==> config.mk <==
export PLATFORM = sky130hd
export DESIGN_NAME = spm_driver_flat
export DESIGN_NICKNAME = d
export VERILOG_FILES = /design/src/rtl/spm_driver_pkg.sv /design/src/rtl/spm_driver_if.sv /design/src/rtl/spm_sipo.sv /design/src/rtl/spm_driver.sv /design/src/flat_wrapper.sv
export SDC_FILE = /design/constraint.sdc
export NUM_CORES = 1
export LEC_CHECK = 0
export BUFFER_PORTS_ARGS = -buffer_cell sky130_fd_sc_hd__buf_2
export CORE_UTILIZATION = 53
export CTS_CLUSTER_DIAMETER = 50
export DETAILED_ROUTE_END_ITERATION = 8
export PLACE_DENSITY = 0.76
export RECOVER_POWER = 100
export SLEW_MARGIN = 20
export SYNTH_ARGS = -nofsm -noshare
export SYNTH_HDL_FRONTEND = slang
export SYNTH_SLANG_ARGS = --single-unit
==> constraint.sdc <==
create_clock -name clk -period 2.5 [get_ports clk]
set_clock_uncertainty 0.2 [all_clocks]
set_input_delay 0 -clock clk [delete_from_list [all_inputs] [get_ports clk]]
set_output_delay 0 -clock clk [all_outputs]
set_load 0.005 [all_outputs]
==> src/rtl/spm_driver_pkg.sv <==
// Shared types and default sizing for the spm_driver operand sequencer.
package spm_driver_pkg;
    typedef enum logic [1:0] {IDLE, CLEAR, SHIFT, DONE} state_t;

    localparam int N_DEF     = 8;
    localparam int P_LAT_DEF = 0;

    function automatic int cnt_w(input int n, input int p_lat);
        return $clog2(2 * n + p_lat + 1);
    endfunction

    localparam int CNT_W = cnt_w(N_DEF, P_LAT_DEF);
endpackage

==> src/rtl/spm_driver_if.sv <==
// Operand and product handshakes between a client (master) and spm_driver (slave).
interface spm_driver_if #(
    parameter int N = 8
) ();
    logic           in_valid;
    logic           in_ready;
    logic [N-1:0]   x_in;
    logic [N-1:0]   y_in;
    logic [2*N-1:0] prod;
    logic           prod_valid;
    logic           prod_ready;

    modport master (
        output in_valid, x_in, y_in, prod_ready,
        input  in_ready, prod, prod_valid
    );

    modport slave (
        input  in_valid, x_in, y_in, prod_ready,
        output in_ready, prod, prod_valid
    );
endinterface

==> src/rtl/spm_sipo.sv <==
// Serial-in/parallel-out register; new bits enter at the MSB and move toward bit 0.
module spm_sipo #(
    parameter int W = 16
) (
    input  logic         clk,
    input  logic         rst,
    input  logic         clr,
    input  logic         en,
    input  logic         din,
    output logic [W-1:0] q
);
    always_ff @(posedge clk) begin
        if (!rst || clr) begin
            q <= '0;
        end else if (en) begin
            q <= {din, q[W-1:1]};
        end
    end
endmodule

==> src/rtl/spm_driver.sv <==
// Feeds x/y into the serial-parallel multiplier and collects its serial product.
// Define SPM_DRIVER_SIGNED_Y_EN to sign-extend y; by default y is zero-extended.
module spm_driver
    import spm_driver_pkg::*;
#(
    parameter int N     = N_DEF,
    parameter int P_LAT = P_LAT_DEF
) (
    input  logic         clk,
    input  logic         rst,
    spm_driver_if.slave  bus,
    output logic         mc_rst,
    output logic [N-1:0] mc_x,
    output logic         mc_y,
    input  logic         mc_p
);
    localparam int            CW   = cnt_w(N, P_LAT);
    localparam logic [CW-1:0] LAST = CW'(2 * N + P_LAT - 1);

    state_t         state;
    logic [2*N-1:0] ysr;
    logic [2*N-1:0] y_ext;
    logic [CW-1:0]  cnt;
    logic           accept;
    logic           samp;
    logic           shift_en;

`ifdef SPM_DRIVER_SIGNED_Y_EN
    assign y_ext = {{N{bus.y_in[N-1]}}, bus.y_in};
`else
    assign y_ext = {{N{1'b0}}, bus.y_in};
`endif

    // Product bits only become meaningful once the multiplier pipeline has filled.
    generate
        if (P_LAT == 0) begin : g_nolat
            assign samp = 1'b1;
        end else begin : g_lat
            assign samp = (cnt >= CW'(P_LAT));
        end
    endgenerate

    assign accept   = (state == IDLE) && bus.in_valid && bus.in_ready;
    assign shift_en = (state == SHIFT) && samp;
    assign mc_y     = ysr[0];

    spm_sipo #(.W(2 * N)) u_prod (
        .clk (clk),
        .rst (rst),
        .clr (accept),
        .en  (shift_en),
        .din (mc_p),
        .q   (bus.prod)
    );

    always_ff @(posedge clk) begin
        if (!rst) begin
            state          <= IDLE;
            bus.in_ready   <= 1'b0;
            bus.prod_valid <= 1'b0;
            mc_rst         <= 1'b1;
            mc_x           <= '0;
            ysr            <= '0;
            cnt            <= '0;
        end else begin
            case (state)
                IDLE: begin
                    mc_rst       <= 1'b0;
                    bus.in_ready <= 1'b1;
                    if (accept) begin
                        mc_x         <= bus.x_in;
                        ysr          <= y_ext;
                        bus.in_ready <= 1'b0;
                        mc_rst       <= 1'b1;
                        state        <= CLEAR;
                    end
                end
                CLEAR: begin
                    mc_rst <= 1'b0;
                    cnt    <= '0;
                    state  <= SHIFT;
                end
                SHIFT: begin
                    // Top bit already holds the extension bit, so it refills itself.
                    ysr <= {ysr[2*N-1], ysr[2*N-1:1]};
                    cnt <= cnt + 1'b1;
                    if (cnt == LAST) begin
                        ysr            <= '0;
                        bus.prod_valid <= 1'b1;
                        state          <= DONE;
                    end
                end
                DONE: begin
                    if (bus.prod_ready) begin
                        bus.prod_valid <= 1'b0;
                        bus.in_ready   <= 1'b1;
                        state          <= IDLE;
                    end
                end
                default: state <= IDLE;
            endcase
        end
    end
endmodule
==> src/flat_wrapper.sv <==
// flat-port wrapper written by rule: the top's interface ports become plain ports
module spm_driver_flat import spm_driver_pkg::*;
#(
    parameter int N     = N_DEF,
    parameter int P_LAT = P_LAT_DEF
)
  (clk, rst, mc_rst, mc_x, mc_y, mc_p, bus_in_valid, bus_x_in, bus_y_in, bus_prod_ready, bus_in_ready, bus_prod, bus_prod_valid);
  spm_driver_if #(.N(N)) bus_i ();
  input  logic clk;
  input  logic rst;
  output logic mc_rst;
  output logic [N-1:0] mc_x;
  output logic mc_y;
  input  logic mc_p;
  input wire logic [$bits(bus_i.in_valid)-1:0] bus_in_valid;
  input wire logic [$bits(bus_i.x_in)-1:0] bus_x_in;
  input wire logic [$bits(bus_i.y_in)-1:0] bus_y_in;
  input wire logic [$bits(bus_i.prod_ready)-1:0] bus_prod_ready;
  output wire logic [$bits(bus_i.in_ready)-1:0] bus_in_ready;
  output wire logic [$bits(bus_i.prod)-1:0] bus_prod;
  output wire logic [$bits(bus_i.prod_valid)-1:0] bus_prod_valid;
  assign bus_i.in_valid = bus_in_valid;
  assign bus_i.x_in = bus_x_in;
  assign bus_i.y_in = bus_y_in;
  assign bus_i.prod_ready = bus_prod_ready;
  assign bus_in_ready = bus_i.in_ready;
  assign bus_prod = bus_i.prod;
  assign bus_prod_valid = bus_i.prod_valid;
  spm_driver #(.N(N), .P_LAT(P_LAT)) u_core (.clk(clk), .rst(rst), .bus(bus_i), .mc_rst(mc_rst), .mc_x(mc_x), .mc_y(mc_y), .mc_p(mc_p));
endmodule
# [Word level (Yosys, flattened, before mapping)]
# Index checks and enable logic that the tools add are counted.
[totals] word_cells=49 reg_bits=50 output_inout_bits=28 in_bits=21
[op_classes] add_sub_neg=1 reduce_logical=16 eq_ne=7 n_mux=16
[ops] operator="2-to-1 mux 16 bit" count=2
[ops] operator="one-hot mux 16 bit (2 select lines)" count=1
[ops] operator="one-hot mux 5 bit (2 select lines)" count=1
[ops] operator="nonzero test 2 bit" count=5
[ops] operator="AND reduction 3 bit" count=3
[ops] operator="one-hot mux 2 bit (4 select lines)" count=1
[ops] operator="2-to-1 mux 2 bit" count=3
[ops] operator="!= test 2 bit (second input constant)" count=3
[ops] operator="one-hot mux 1 bit (2 select lines)" count=3
[ops] operator="AND reduction 2 bit" count=3
[ops] operator="adder 5 x 1 -> 5 bit (second input constant)" count=1
[ops] operator="== test 5 x 4 -> 1 bit (second input constant)" count=1
[ops] operator="2-to-1 mux 1 bit" count=5
[ops] operator="== test 2 bit (second input constant)" count=2
[ops] operator="== test 2 x 1 -> 1 bit (second input constant)" count=1
[ops] operator="logical AND 1 bit" count=2
[ops] operator="zero test 2 bit" count=1
[ops] operator="zero test 1 bit" count=1
[ops] operator="logical OR 1 bit" count=1

# [Longest topological paths before layout]
# Gate-level depths: netlist of run 1.
[depth] ltp_word=5 depth_mapped=7 depth_no_buf=6

# [Hierarchy]
# From an unflattened synthesis of run 1, not the netlist that was laid out.
[hier_totals] hier_cells=227 hier_area_um2=2175.8
[modules_own_cells] module="spm_driver" cells_each=174 instances=1 seq_area_each_um2=660.6 area_per_inst_um2=1581.5
[modules_own_cells] module="spm_sipo" cells_each=53 instances=1 seq_area_each_um2=320.3 area_per_inst_um2=594.3

# [Worst setup path after synthesis of run 1]
# Ideal clock, no wire load.
[synth_timing] path_type="register -> register" start="register u_core.cnt[0]" end="register u_core.state[0]" path_buffers=1 setup_ps=92 required_time_ps=2208 arrival_ps=1454 path_stages_with_launch=8 period_less_slack_ps=1746 slack_ps=754 path_cell_list="dfxtp_1 ha_1 and3_1 ha_1 nor2b_1 clkbuf_1 nor3_1 o32ai_1"
[synth_between] elab_chain_cells=3
[synth_lines] item="start, declared" line_no="spm_driver.sv:23" source="logic [CW-1:0] cnt;"
[synth_lines] item="start signal, assigned" line_no="spm_driver.sv:86" source="cnt <= cnt + 1'b1;"
[synth_lines] item="== test 5 x 4 -> 1 bit" line_no="spm_driver.sv:87" source="if (cnt == LAST) begin"
[synth_lines] item="!= test 2 bit (no line)"
[synth_lines] item="AND reduction 3 bit (no line)"
[synth_lines] item="end signal, assigned" line_no="spm_driver.sv:90" source="state <= DONE;"
[synth_lines] item="end signal, assigned" line_no="spm_driver.sv:97" source="state <= IDLE;"
[synth_lines] item="end signal, assigned" line_no="spm_driver.sv:100" source="default: state <= IDLE;"
[synth_lines] item="end, declared" line_no="spm_driver.sv:20" source="state_t state;"
# No other way between the ends.
# A chain may end at the register's enable or synchronous reset.

# [Worst setup path after layout of run 1]
[layout_timing] start="register u_core.state[0]" end="register u_core.ysr[11]"
[layout_between] elab_chain_cells=5 elab_cells_between_ends=8 classes_between="eq/ne (2); mux (1); reduce/logical (5)"
[layout_lines] item="start signal, assigned" line_no="spm_driver.sv:58" source="state <= IDLE;"
[layout_lines] item="start signal, assigned" line_no="spm_driver.sv:75" source="state <= CLEAR;"
[layout_lines] item="start signal, assigned" line_no="spm_driver.sv:81" source="state <= SHIFT;"
[layout_lines] item="zero test 2 bit" line_no="spm_driver.sv:43, spm_driver.sv:66"
[layout_lines] item="logical AND 1 bit (2 in a row)" line_no="spm_driver.sv:43" source="assign accept = (state == IDLE) && bus.in_valid && bus.in_ready;"
[layout_lines] item="!= test 2 bit (no line)"
[layout_lines] item="AND reduction 2 bit (no line)"
[layout_lines] item="end signal, assigned" line_no="spm_driver.sv:72" source="ysr <= y_ext;"
[layout_lines] item="end signal, assigned" line_no="spm_driver.sv:85" source="ysr <= {ysr[2*N-1], ysr[2*N-1:1]};"
[layout_lines] item="end, declared" line_no="spm_driver.sv:21" source="logic [2*N-1:0] ysr;"
# Parallel ways exist; a longest one is shown, timed or not.

==> flow_summary.ini, run 1 <==
[clocking]
clk_path_buf_depth = 2
clock_sinks = 49
cts_tree = built
post_cts_buffers = 0
clkTransAtPathRegs_ps = 80
cts_root_buf = clkbuf_8
clock_latency_ps = 290
cts-buffers-inserted = 5
cts_htree_levels = 2

[routing]
vias = 1765
finalWirelength_um = 4210
route.met3.wl_um = 175
ant_nets = 0
wl_met1_um = 1960
drc = 0
drt_pass1_iterations = 4
drt-initial-drc-count = 148
wl_met2_um = 2030
highest_layer = met4
post_drt_wl_per_cell_um = 12.5
vias_per_cell = 5.24

[min_path]
min_path_type = in -> reg

[worst_setup_path]
cp_slowest_stage_delay_ps = 500
slowest_stage = clkbuf_2
crit_fanout = 21
path_cells = inv_1, ha_1, clkbuf_2, nor2b_1, clkbuf_1, o2111ai_1, o21ai_0
crit_path_start_kind = flip-flop
worstSetupPathType = reg -> reg
critical_path_arrival_ps = 2160
critical_path.top_delay_family = buffers and inverters
end_kind = flip-flop
cp_num_buf_inv = 3
crit_required_ps = 2530

[pwr]
power_switching_uw = 422
clock_power_share_pct = 28.8
power_frac_comb_pct = 18.1
sw_frac_of_total_pct = 26.5
p_int_mw = 1.17
seqPwrFrac_pct = 53.1
ir_drop_mv = 0.408
power.leakage_nw = 1.02
p_per_area_nw_per_um2 = 612

[floorplan]
die_w_um = 65.2
die_area_sq_um = 4250
core_sq_um = 3740
io_pins = 49
rows = 22
die_h_um = 65.2
start_util_pct = 56.6

[placed_design]
dpl_cell_area_sq_um = 2370
place_congestion = 0.717
port_buffers = 48
dpl.hpwl_um = 2730
placed_cells = 311
dp_slack_ps = 420

[synth]
postSynthCellCount = 226
seq_area_frac_synth_pct = 46.3
yosys_warnings = 0
syn_nets = 253
ys_types = 34
syn_area_per_cell_sq_um = 9.37
syn-cell-area_sq_um = 2120
yosys_register_bits = 49

[finish]
layout.cells.non_filler = 337
final_area_sq_um = 2610
multi_input_comb_area_sq_um = 1010
antenna_cells = 0
syn2layout_area_growth_pct = 23.0
seqCellArea_sq_um = 981
fill_cells = 311
drive_above_1_share_pct = 18.7
nets = 316

[global_routing]
grt_pass1_wl_um = 7360
grt-ovfl-total = 0
grt_max_degree = 23
antenna_found_initial = 0
grt_pass1_vias = 1726
track_usage_pct = 22.2

[timing]
hold_violations = 0
max_freq_mhz = 467
slew_headroom_pct = 48.8
setup_violations = 0
layout_min_cycle_time_ps = 2140
finalSetupTns_ps = 0
drv_slew = 0
setup_slack_ps = 361
rsz0062_at_grt = false
worst_slew_pin_slew_ps = 767
timing.final.crit_share_pct = 85.6

[run_status]
run_status = finished, final reports clean

[flow_run]
cap_viol_max_count = 0
[sequential cells by signal, summed over array words and instances, names as in the netlist]
register               flops
u_core.bus.in_ready        1
u_core.bus.prod_valid      1
u_core.cnt                 5
u_core.mc_rst              1
u_core.mc_x                8
u_core.state               2
u_core.u_prod.q           16
u_core.ysr                15
[timing repair]
action,in CTS,in global routing
gates resized for setup,0,0
hold buffers,19,0
hold endpoints to repair,30,0
[synth_stat cells]
cell | instances | area (sq um)
a21boi_0 | 1 | 7.51
a21oi_1 | 11 | 55.1
a311oi_1 | 3 | 26.3
a311oi_2 | 6 | 90.1
a31oi_1 | 2 | 12.5
and2_1 | 1 | 6.26
and3_1 | 2 | 12.5
and3_4 | 1 | 11.3
and3b_1 | 1 | 8.76
buf_2 | 7 | 35.0
buf_4 | 2 | 15.0
buf_6 | 1 | 11.3
clkbuf_1 | 6 | 22.5
dfxtp_1 | 49 | 981
ha_1 | 6 | 75.1
inv_1 | 4 | 15.0
mux2_2 | 1 | 11.3
mux2i_1 | 19 | 190
nand2_1 | 26 | 97.6
nand2b_1 | 13 | 81.3
nand3_1 | 6 | 30.0
nand3_2 | 1 | 10.0
nand3b_1 | 8 | 60.1
nor2_1 | 20 | 75.1
nor2b_1 | 4 | 25.0
nor3_1 | 9 | 45.0
o2111ai_1 | 4 | 35.0
o21ai_0 | 6 | 30.0
o22ai_1 | 1 | 6.26
o31ai_1 | 1 | 7.51
o32ai_1 | 1 | 8.76
or2_1 | 1 | 6.26
or2_2 | 1 | 6.26
or3_1 | 1 | 6.26
[kinds of logic after synthesis]
kind of cell | Yosys count | synth area share [%]
simple gates | 95 | 22.8
flops | 49 | 46.3
compound gates | 36 | 13.2
buf+inv | 20 | 4.67
mux | 20 | 9.52
fa+ha+maj | 6 | 3.55
[layer usage]
metal | up-vias | GRT usage [%]
li1 | 908 | -
met1 | 815 | 26.3
met2 | 37 | 39.7
met3 | 5 | 4.86
met4 | 0 | 6.52
met5 | - | 0
[worst reg2reg max path: stages, from the launching register on]
cell	delay, ps
dfxtp_1	340
inv_1	100
ha_1	190
clkbuf_2	500
nor2b_1	240
clkbuf_1	250
o2111ai_1	150
o21ai_0	100
[path summary, 6_finish.rpt]
kind	start	end	slack [ps]	depth (start not counted)
worst max-delay path	u_core.state[0]	u_core.ysr[11]	360	7
worst min-delay path	bus_in_valid	u_core.mc_rst	40	3
worst max register to register	u_core.state[0]	u_core.ysr[11]	360	7
worst min register to register	u_core.ysr[14]	u_core.ysr[13]	260	2
[layout by cell type, fill, tap and decap left out, types with 7 or more instances in the layout]
cell	instances
nand2b_1	13
nand2_1	26
nor3_1	9
clkbuf_1	11
a21oi_1	11
dfxtp_1	49
nand3b_1	8
dlygate4sd3_1	19
mux2i_1	19
nor2_1	20
buf_2	38
nand3_1	7
[power by group through the flow]
stage / logic (mW) / registers, mW / clock network [mW]
after global routing: 0.324 / 0.853 / 0.501
after floorplan: 0.213 / 0.863 / 0
final: 0.289 / 0.846 / 0.459
after global placement: 0.276 / 0.864 / 0
after detailed placement: 0.280 / 0.865 / 0
after CTS: 0.303 / 0.846 / 0.468
[cell type report]
type / instances / share of cell area, %
Clock buffer: 7 / 3.31
Timing Repair Buffer: 72 / 17.2
Inverter: 4 / 0.576
Multi-Input combinational cell: 157 / 38.9
Sequential cell: 49 / 37.7
Tap cell: 48 / 2.31
[metrics by stage]
| step | util [%] | power (mW) | hold WS, ps |
|---|---|---|---|
| 2_1_floorplan | - | 1.08 | -83.5 |
| 3_3_place_gp | 63.3 | 1.14 | 34.7 |
| 3_5_place_dp | 63.3 | 1.15 | 42.9 |
| 4_1_cts | 70.7 | 1.62 | 21.1 |
| 5_1_grt | 69.6 | 1.68 | 82.8 |
| 6_report | 69.6 | 1.59 | 39.3 |
Note: power is estimated with default switching activity, not from simulation.
==> run 2: changes to the inputs <==
--- a/config.mk
+++ b/config.mk
@@ -6,10 +6,10 @@
 export NUM_CORES = 1
 export LEC_CHECK = 0
 export BUFFER_PORTS_ARGS = -buffer_cell sky130_fd_sc_hd__buf_2
-export CORE_UTILIZATION = 53
+export CORE_UTILIZATION = 57
 export CTS_CLUSTER_DIAMETER = 50
 export DETAILED_ROUTE_END_ITERATION = 8
-export PLACE_DENSITY = 0.76
+export PLACE_DENSITY = 0.81
 export RECOVER_POWER = 100
 export SLEW_MARGIN = 20
 export SYNTH_ARGS = -nofsm -noshare
==> constraint.sdc (replaced) <==
create_clock -name clk -period 2.52 [get_ports clk]
set_clock_uncertainty 0.2 [all_clocks]
set_input_delay 0 -clock clk [delete_from_list [all_inputs] [get_ports clk]]
set_output_delay 0 -clock clk [all_outputs]
set_load 0.005 [all_outputs]
==> flow_summary.ini, run 2 (synthesized netlist as in run 1, its figures left out) <==
[run_status]
run_status = finished, final reports clean

[pwr]
power.leakage_nw = 1.01
clock_power_share_pct = 28.0
seqPwrFrac_pct = 53.3
ir_drop_mv = 0.454
p_per_area_nw_per_um2 = 608
power_switching_uw = 440
p_int_mw = 1.14
sw_frac_of_total_pct = 27.8
power_frac_comb_pct = 18.8

[timing]
rsz0062_at_grt = false
layout_min_cycle_time_ps = 2170
worst_slew_pin_slew_ps = 766
slew_headroom_pct = 48.9
setup_slack_ps = 350
finalSetupTns_ps = 0
setup_violations = 0
hold_violations = 0
drv_slew = 0
timing.final.crit_share_pct = 86.1
max_freq_mhz = 461

[min_path]
min_path_type = in -> reg
holdCritStartpoint = bus_in_valid
hold_path_end = u_core.mc_x[3]
whs_path_depth = 4

[worst_setup_path]
crit_required_ps = 2560
r2r_end = u_core.state[1]
worstSetupPathType = reg -> reg
reg2reg_depth = 6
crit_fanout = 21
crit_path_start_kind = flip-flop
end_kind = flip-flop
reg2reg_slack_ps = 350
r2r-start = u_core.state[0]
critical_path_arrival_ps = 2210

[clocking]
clk_path_buf_depth = 2
cts-resized-gates = 0
cts_htree_levels = 2
clock_sinks = 49
cts-buffers-inserted = 5
post_cts_buffers = 0
cts_root_buf = clkbuf_8
postCtsHoldBufs = 20
clock_latency_ps = 300
cts_tree = built
clkTransAtPathRegs_ps = 90

[floorplan]
core_sq_um = 3440
die_area_sq_um = 3960
io_pins = 49
die_h_um = 62.9
rows = 21
die_w_um = 62.9
start_util_pct = 61.5

[global_routing]
grt_pass1_vias = 1668
track_usage_pct = 23.4
grt_max_degree = 23
grt_pass1_wl_um = 7320
antenna_found_initial = 0
grt-ovfl-total = 0

[routing]
finalWirelength_um = 4330
drt-initial-drc-count = 102
drt_pass1_iterations = 4
vias_per_cell = 5.34
ant_nets = 0
vias = 1795
post_drt_wl_per_cell_um = 12.9
drc = 0

[flow_run]
cap_viol_max_count = 0

[finish]
top_regs = u_core.u_prod.q (16), u_core.ysr (15), u_core.mc_x (8)
syn2layout_area_growth_pct = 22.8
antenna_cells = 0
layout_common_cells = dfxtp_1 (49), buf_2 (34), nand2_1 (26)
top_register = u_core.u_prod.q
nets = 316
final_common_cell = dfxtp_1
largest_reg_flops = 16
drive_above_1_share_pct = 17.6

[placed_design]
dp_slack_ps = 410
dpl.hpwl_um = 2780
port_buffers = 48
place_congestion = 0.754
[run 2: cell types whose count changed in the layout (fill, tap and decap cells not counted)]
cell and change:
and2_1 -1, buf_1 -1, dlygate4sd3_1 +1, and2_0 +1, clkbuf_1 +4, clkinv_2 +2
buf_2 -4, clkbuf_8 -1
[run 2: through the flow]
| stage | utilization, % | total power, mW | cell area (sq um) | cells | hold WS [ps] |
|---|---|---|---|---|---|
| CTS | 76.8 | 1.60 | 2640 | 336 | 16.3 |
| floorplan | - | 1.07 | 2120 | 226 | -83.5 |
| global route | 75.5 | 1.66 | 2600 | 336 | 48.6 |
| detailed placement | 68.6 | 1.14 | 2360 | 308 | 48.7 |
| global placement | 68.6 | 1.13 | 2360 | 308 | 34.0 |
| finish | 75.5 | 1.58 | 2600 | 336 | 42.5 |
[run 2: worst max path at each step]
stage,start,end,depth (start not counted)
2_1_floorplan,u_core.cnt[0],u_core.state[0],7
3_3_place_gp,u_core.state[0],u_core.ysr[5],5
3_5_place_dp,u_core.state[0],u_core.ysr[10],5
4_1_cts,u_core.state[0],u_core.ysr[0],5
5_1_grt,u_core.state[0],u_core.cnt[3],6
6_report,u_core.state[0],u_core.state[1],6
[run 2: layout make-up]
cell class / instances / area [sq um]
multi-input combinational: 157 / 1010
clock buffer: 6 / 72.6
sequential: 49 / 981
timing repair buffer: 72 / 450
tap: 46 / 57.6
inverter: 4 / 15.0
clock inverter: 2 / 10.0
fill: 275 / 842
[run 2: power groups by stage]
stage,Clock (mW),Combinational [mW],Sequential (mW)
2_1_floorplan,0,0.211,0.856
3_3_place_gp,0,0.274,0.857
3_5_place_dp,0,0.281,0.860
4_1_cts,0.451,0.309,0.842
5_1_grt,0.483,0.326,0.848
6_report,0.442,0.297,0.842
[run 2: layer usage]
| layer | wire length (um) | track usage [%] | up-vias |
|---|---|---|---|
| li1 | - | - | 913 |
| met1 | 2070 | 29.1 | 833 |
| met2 | 2010 | 38.8 | 42 |
| met3 | 180 | 5.47 | 7 |
| met4 | 65 | 9.01 | 0 |
| met5 | 0 | 0 | - |
[run 2: worst max-delay path: stages, from the launching register on]
cell and delay [ps]:
dfxtp_1 370, inv_1 90, ha_1 240, clkbuf_2 390, nor2b_1 290, nor3_1 300
mux2i_1 220
